[src/rtl/bcd_decimal_decoder.sv]
// -----------------------------------------------------------------------------
// bcd_decimal_decoder
//
// Registered 8421-BCD to 1-of-10 decimal decoder with the '42-style pinout.
// A is the LSB and D is the MSB. The block samples the code on every rising
// clock edge. It drives one of ten select lines Y0..Y9 and flags codes 10..15
// as invalid. It is meant to sit between a BCD source, such as a counter or
// register, and display or select logic.
//
// Parameters
//   ACTIVE_LOW : 1 -> the selected Y is 0 and the others are 1 ('42 polarity)
//                0 -> the selected Y is 1 and the others are 0
//   ERR_CNT_W  : width of the invalid-code counter (only used when
//                FOURTO10_ERRCNT_EN is defined)
//
// Ports
//   clk      in   rising-edge clock
//   rst      in   asynchronous, active-high reset
//   A,B,C,D  in   BCD code bits, with weights 1, 2, 4 and 8
//   Y0..Y9   out  registered decimal selects; polarity set by ACTIVE_LOW
//   invalid  out  registered; 1 when the last sampled code was 10..15
//   err_cnt  out  saturating count of invalid codes (FOURTO10_ERRCNT_EN only)
//
// Configuration macro: FOURTO10_ERRCNT_EN
//   When defined, the err_cnt port and its counter are present.
//   When undefined, both are absent and all other behaviour is identical.
//
// Timing: the outputs show the code sampled at the previous edge, so the
// latency is exactly one cycle. Reset forces every Y to its inactive level
// at once, without waiting for a clock edge. There is no handshake: the
// code is consumed every cycle.
// -----------------------------------------------------------------------------
module bcd_decimal_decoder #(
  parameter bit ACTIVE_LOW = 1'b1,
  parameter int ERR_CNT_W  = 8
) (
  input  logic clk,
  input  logic rst,
  input  logic A,
  input  logic B,
  input  logic C,
  input  logic D,
  output logic Y0,
  output logic Y1,
  output logic Y2,
  output logic Y3,
  output logic Y4,
  output logic Y5,
  output logic Y6,
  output logic Y7,
  output logic Y8,
  output logic Y9,
`ifdef FOURTO10_ERRCNT_EN
  output logic [ERR_CNT_W-1:0] err_cnt,
`endif
  output logic invalid
);

  logic [3:0] w_code;
  logic [9:0] w_onehot;
  logic       w_invalid;
  logic [9:0] w_y_next;

  logic [9:0] r_y;
  logic       r_invalid;

  assign w_code = {D, C, B, A};

  // One-hot decode of the valid codes. For codes 10..15 the vector stays
  // all-zero, so every output lands at its inactive level.
  always_comb begin
    w_onehot = 10'b0;
    case (w_code)
      4'd0: w_onehot = 10'b00_0000_0001;
      4'd1: w_onehot = 10'b00_0000_0010;
      4'd2: w_onehot = 10'b00_0000_0100;
      4'd3: w_onehot = 10'b00_0000_1000;
      4'd4: w_onehot = 10'b00_0001_0000;
      4'd5: w_onehot = 10'b00_0010_0000;
      4'd6: w_onehot = 10'b00_0100_0000;
      4'd7: w_onehot = 10'b00_1000_0000;
      4'd8: w_onehot = 10'b01_0000_0000;
      4'd9: w_onehot = 10'b10_0000_0000;
      default: w_onehot = 10'b0;
    endcase
  end

  assign w_invalid = (w_code > 4'd9);

  // Apply the output polarity before the register. The Y pins then come
  // straight from flops and cannot glitch.
  assign w_y_next = ACTIVE_LOW ? ~w_onehot : w_onehot;

  always_ff @(posedge clk or posedge rst) begin
    if (rst) begin
      r_y       <= {10{ACTIVE_LOW}};
      r_invalid <= 1'b0;
    end else begin
      r_y       <= w_y_next;
      r_invalid <= w_invalid;
    end
  end

  assign Y0      = r_y[0];
  assign Y1      = r_y[1];
  assign Y2      = r_y[2];
  assign Y3      = r_y[3];
  assign Y4      = r_y[4];
  assign Y5      = r_y[5];
  assign Y6      = r_y[6];
  assign Y7      = r_y[7];
  assign Y8      = r_y[8];
  assign Y9      = r_y[9];
  assign invalid = r_invalid;

`ifdef FOURTO10_ERRCNT_EN
  logic [ERR_CNT_W-1:0] r_err_cnt;

  // Saturating counter: it holds at all-ones rather than wrapping, so a long
  // burst of bad codes is never reported as a small count. Only rst clears it.
  always_ff @(posedge clk or posedge rst) begin
    if (rst) begin
      r_err_cnt <= '0;
    end else if (w_invalid && (r_err_cnt != {ERR_CNT_W{1'b1}})) begin
      r_err_cnt <= r_err_cnt + ERR_CNT_W'(1);
    end
  end

  assign err_cnt = r_err_cnt;
`endif

endmodule

[config.mk]
export PLATFORM = sky130hd
export DESIGN_NAME = bcd_decimal_decoder
export DESIGN_NICKNAME = d
export VERILOG_FILES = /design/src/rtl/bcd_decimal_decoder.sv
export SDC_FILE = /design/constraint.sdc
export NUM_CORES = 1
export LEC_CHECK = 0
export ABC_AREA = 0
export ABC_CLOCK_PERIOD_IN_PS = 1640
export BUFFER_PORTS_ARGS = -buffer_cell sky130_fd_sc_hd__buf_4
export CORE_AREA = 2 2 39 41
export CTS_CLUSTER_DIAMETER = 120
export DETAILED_ROUTE_END_ITERATION = 10
export DIE_AREA = 0 0 41 43
export SYNTH_ARGS = -nofsm -noshare
export SYNTH_HDL_FRONTEND = slang
export SYNTH_SLANG_ARGS = --single-unit
[constraint.sdc]
create_clock -name clk -period 1.64 [get_ports clk]
set_input_delay 0.164 -clock clk [delete_from_list [all_inputs] [get_ports clk]]
set_output_delay 0.164 -clock clk [all_outputs]
set_load 0.05 [all_outputs]
# Yosys cells after proc, flatten, opt, wreduce, memory -nomap -nowiden
# Memories as Yosys holds them, arrays and structs flattened.
# Cells that the tools add are included.
[word_totals]
ff_bits = 11
mem_bits_ro = 160
input_bits = 6
output_inout_bits = 11
wordCells = 5
memories = 1
[op_classes]
magnitude_cmp = 1
n_bitwise = 1
[mem_list]
columns = ["name", "words", "width", "read_ports", "rd_ports_with_merged_regs", "wr", "line_no", "text"]
rows = [
  ["(name not given)", 16, 10, 1, 0, 0, "73", "case (w_code)"],
]
[ops]
columns = ["operator", "count"]
rows = [
  ["inverter 10 bit", 1],
  ["> comparator 4 bit (second input constant)", 1],
]

# Depth between registers and ports, before layout
# An unclocked memory read counts as a cell.
[depth]
word_depth = 2
ltp_mapped = 2
mapped_depth_nobuf = 1

# Worst setup path after synthesis
# No wires, ideal clock.
[synth_timing]
path_kind = "input -> register"
from = "in B"
to = "reg r_y[0]"
setup_ns = 0.094
arrival_ns = 0.796
required_ns = 1.546
path_slack_ns = 0.750
stages = 2
path_buffers = 1
cell_sequence = "clkbuf_2 or4_1"
[synth_between]
elab_chain_len = 2
[synth_rtl]
columns = ["item", "line_no", "text"]
rows = [
  ["start, declared", "40", "input logic B,"],
  ["memory (16 x 10 bit)", "n/a", ""],
  ["inverter 10 bit", "92", "assign w_y_next = ACTIVE_LOW ? ~w_onehot : w_onehot;"],
  ["named net w_y_next[0]", "62", "logic [9:0] w_y_next;"],
  ["end signal, assigned", "96", "r_y <= {10{ACTIVE_LOW}};"],
  ["end signal, assigned", "99", "r_y <= w_y_next;"],
  ["end, declared", "64", "logic [9:0] r_y;"],
]
# The timed path passes the listed nets, and every way through them passes these cells.

# Final worst setup path
[layout_timing]
from = "reg r_y[3]"
to = "out Y3"
[layout_rtl]
columns = ["item", "line_no", "text"]
rows = [
  ["end, declared", "46", "output logic Y3,"],
]
# No word-level cell between the ends.

==> summary.txt <==
Run status
  – Run status: finished, final reports clean

Clock tree
  – Worst-path clk slew: 0.07 ns
  – CTS root buf: clkbuf_4
  – Num CTS Buffers: 3
  – Clock tree sinks: 11
  – Clock buffer depth: 2
  – CTS tree: built
  – H-tree depth: 1

Final layout
  – Commonest non-fill, non-tap cell in the layout: buf_4
  – ANT cells: 0
  – Area Growth Syn to Fin: 38.86%
  – Register area: 287.8 um^2
  – Footprint of the multi-input gates: 108.9 um^2
  – Most frequent cells in the layout: buf_4 (16), dfstp_2 (10), or4b_1 (4), nand4bb_1 (4), clkbuf_4 (3)
  – Share of final-layout standard cells stronger than drive strength 1: 65.91%
  – FILL cells: 134
  – Nets: 51
  – Final Cell Area: 576.8 um^2

Global routing
  – GR peak layer: met4
  – GRT Total Usage: 8.998%
  – Initial antenna violation count: 0
  – GRT met3 Usage: under 10%
  – Largest net degree at the start of global routing: 12
  – Met2 Use GR: 11.88%
  – Met1 Usage GRT: 9.556%
  – Vias in the first global route: 227
  – First-pass GRT wire length: 959 um
  – Global route total overflow: 0

Floorplan
  – I/O pin total: 17
  – DIE AREA: 0.001763 mm^2
  – Starting Density: between 30% and 40%
  – Die Y: 43 um
  – Core Box Area: 0.001384 mm^2
  – Cell Rows: 14
  – Die Width: 41 um

Worst setup path
  – Crit path buf inv count: 1
  – CP max-delay cell: dfstp_2
  – Crit path DAT: 0.97 ns
  – Crit-path cells: buf_4
  – Crit path max fanout: 1
  – Crit Path Category: flip-flop to primary output
  – CP peak stage delay: between 0.5 and 0.6 ns
  – Top delay family on crit path: flip-flops
  – Critical Path Sink Type: primary output
  – Startpoint types: flip-flop
  – Req. time, crit path: ~1.5 ns

STA
  – Worst slew margin: 74.43%
  – Max Clk Rate: around 900 MHz
  – Tcrit/Tclk final: 69.03%
  – TNS Setup: 0 ns
  – Final setup viols: 0
  – Pins Over Slew Limit: 0
  – Final Critical Period: 1.132 ns
  – Slew of the pin with the lowest slew margin: 0.3831 ns
  – Fin. Hold Viols: 0
  – RSZ-0062 raised after global routing: false
  – Setup ws final: 0.5079 ns

Synth
  – FF+latch count, synth: 11
  – Number of synthesis warnings: 0
  – Netlist cell types: 10
  – Sequential area share after synthesis: 69.28%
  – Avg Cell Area, Syn: 15.98 um^2
  – Top post-synthesis cells by area: dfstp_2 (63%), nand4bb_1 (11%), or4b_1 (9.6%)
  – Post-synth top area cell: dfstp_2
  – Post-Syn Instances: 26
  – Cell Area, Synth: 415.4 um^2
  – Syn nets: 32
  – Area share of the largest cell type after synthesis: 63.25%

Routing
  – WL/cell: 11.60 um
  – DRC: 0
  – Routed wire length: 696 um
  – Antenna Nets Post-Route: 0
  – Via-to-Cell Ratio: between 4 and 5
  – 1st-iter DRT viols: 1
  – Via count: between 200 and 300
  – DR pass1 iterations: 4

Place
  – Hpwl dp: 501.7 um
  – GP Congestion: 0.6936
  – Place WS: 0.7124 ns
  – IO Port Bufs: 16
  – Dpl cell area: 540.5 um^2

Pwr
  – Overall Power: 544.9 uW
  – Worst ir drop on vdd: between 0.2 and 0.3 mV
  – Static leakage power: 0.0002337 uW
  – Pwr dens: 944.6 mW/mm^2

Min path
  – Hold Crit Class: input pin to flip-flop

Run
  – Max-Cap Viols: 0
==> power breakdown <==
part	internal [uW]	switching, uW
sequential	285	2.18
clock	94.0	86.3
combinational	27.6	50.2
==> layer usage <==
metal	vias up	part of all wire, %
met5	-	0
met4	0	2.0
met3	2	6.5
met2	12	52
met1	135	39
li1	131	-
==> cells by family (layout without fill, tap and decap cells) <==
logic type             count (synthesis)  after routing  share of synthesized area, %
flip-flops                            11             11                         69.28
buffers and inverters                  4             22                         4.516
AND/OR/NAND/NOR                       10             10                         24.40
AO/OA/AOI/OAI                          1              1                         1.808
==> final cells by class <==
| class | count | share of cell area (%) |
|---|---|---|
| clock buffers | 4 | 4.555 |
| inverters | 1 | 0.6508 |
| multi-input cells | 11 | 18.87 |
| flip-flops and latches | 11 | 49.89 |
| well taps | 16 | 3.471 |
| repair buffers | 17 | 22.56 |
==> sequential cells by signal (all words and copies together) (netlist names) <==
name	flops
r_y	10
invalid	1
==> through the flow <==
| stage | cells | util (%) | hold slack [ns] |
|---|---|---|---|
| global placement | 55 | 39.06 | 0.1545 |
| CTS | 60 | 41.68 | 0.1343 |
| detailed placement | 55 | 39.06 | 0.1768 |
| global route | 60 | 41.68 | 0.1463 |
| floorplan | 26 | - | 0.009282 |
| finish | 60 | 41.68 | 0.1450 |
==> worst paths after layout <==
kind,from,to,depth (start not counted)
worst max-delay path,r_y[3],Y3,1
min in group asynchronous,rst,invalid,3
worst min-delay path,C,r_y[7],2
max in group asynchronous,rst,r_y[5],3
==> cell usage after synthesis <==
cell and n:
or4_1 1, buf_2 1, clkbuf_2 2, o21a_1 1
nand4bb_1 4, dfstp_2 10, dfrtp_1 1, or4b_1 4
inv_1 1, nand4b_1 1
==> what timing repair did <==
action | 4_1_cts | 5_1_grt
hold buffers | 1 | 0
endpoints found under the setup margin | 0 | 0
buffers inserted | 0 | 0
resized for setup | 0 | 0
endpoints found under the hold margin | 1 | 0
(Power assumes the default switching activity.)
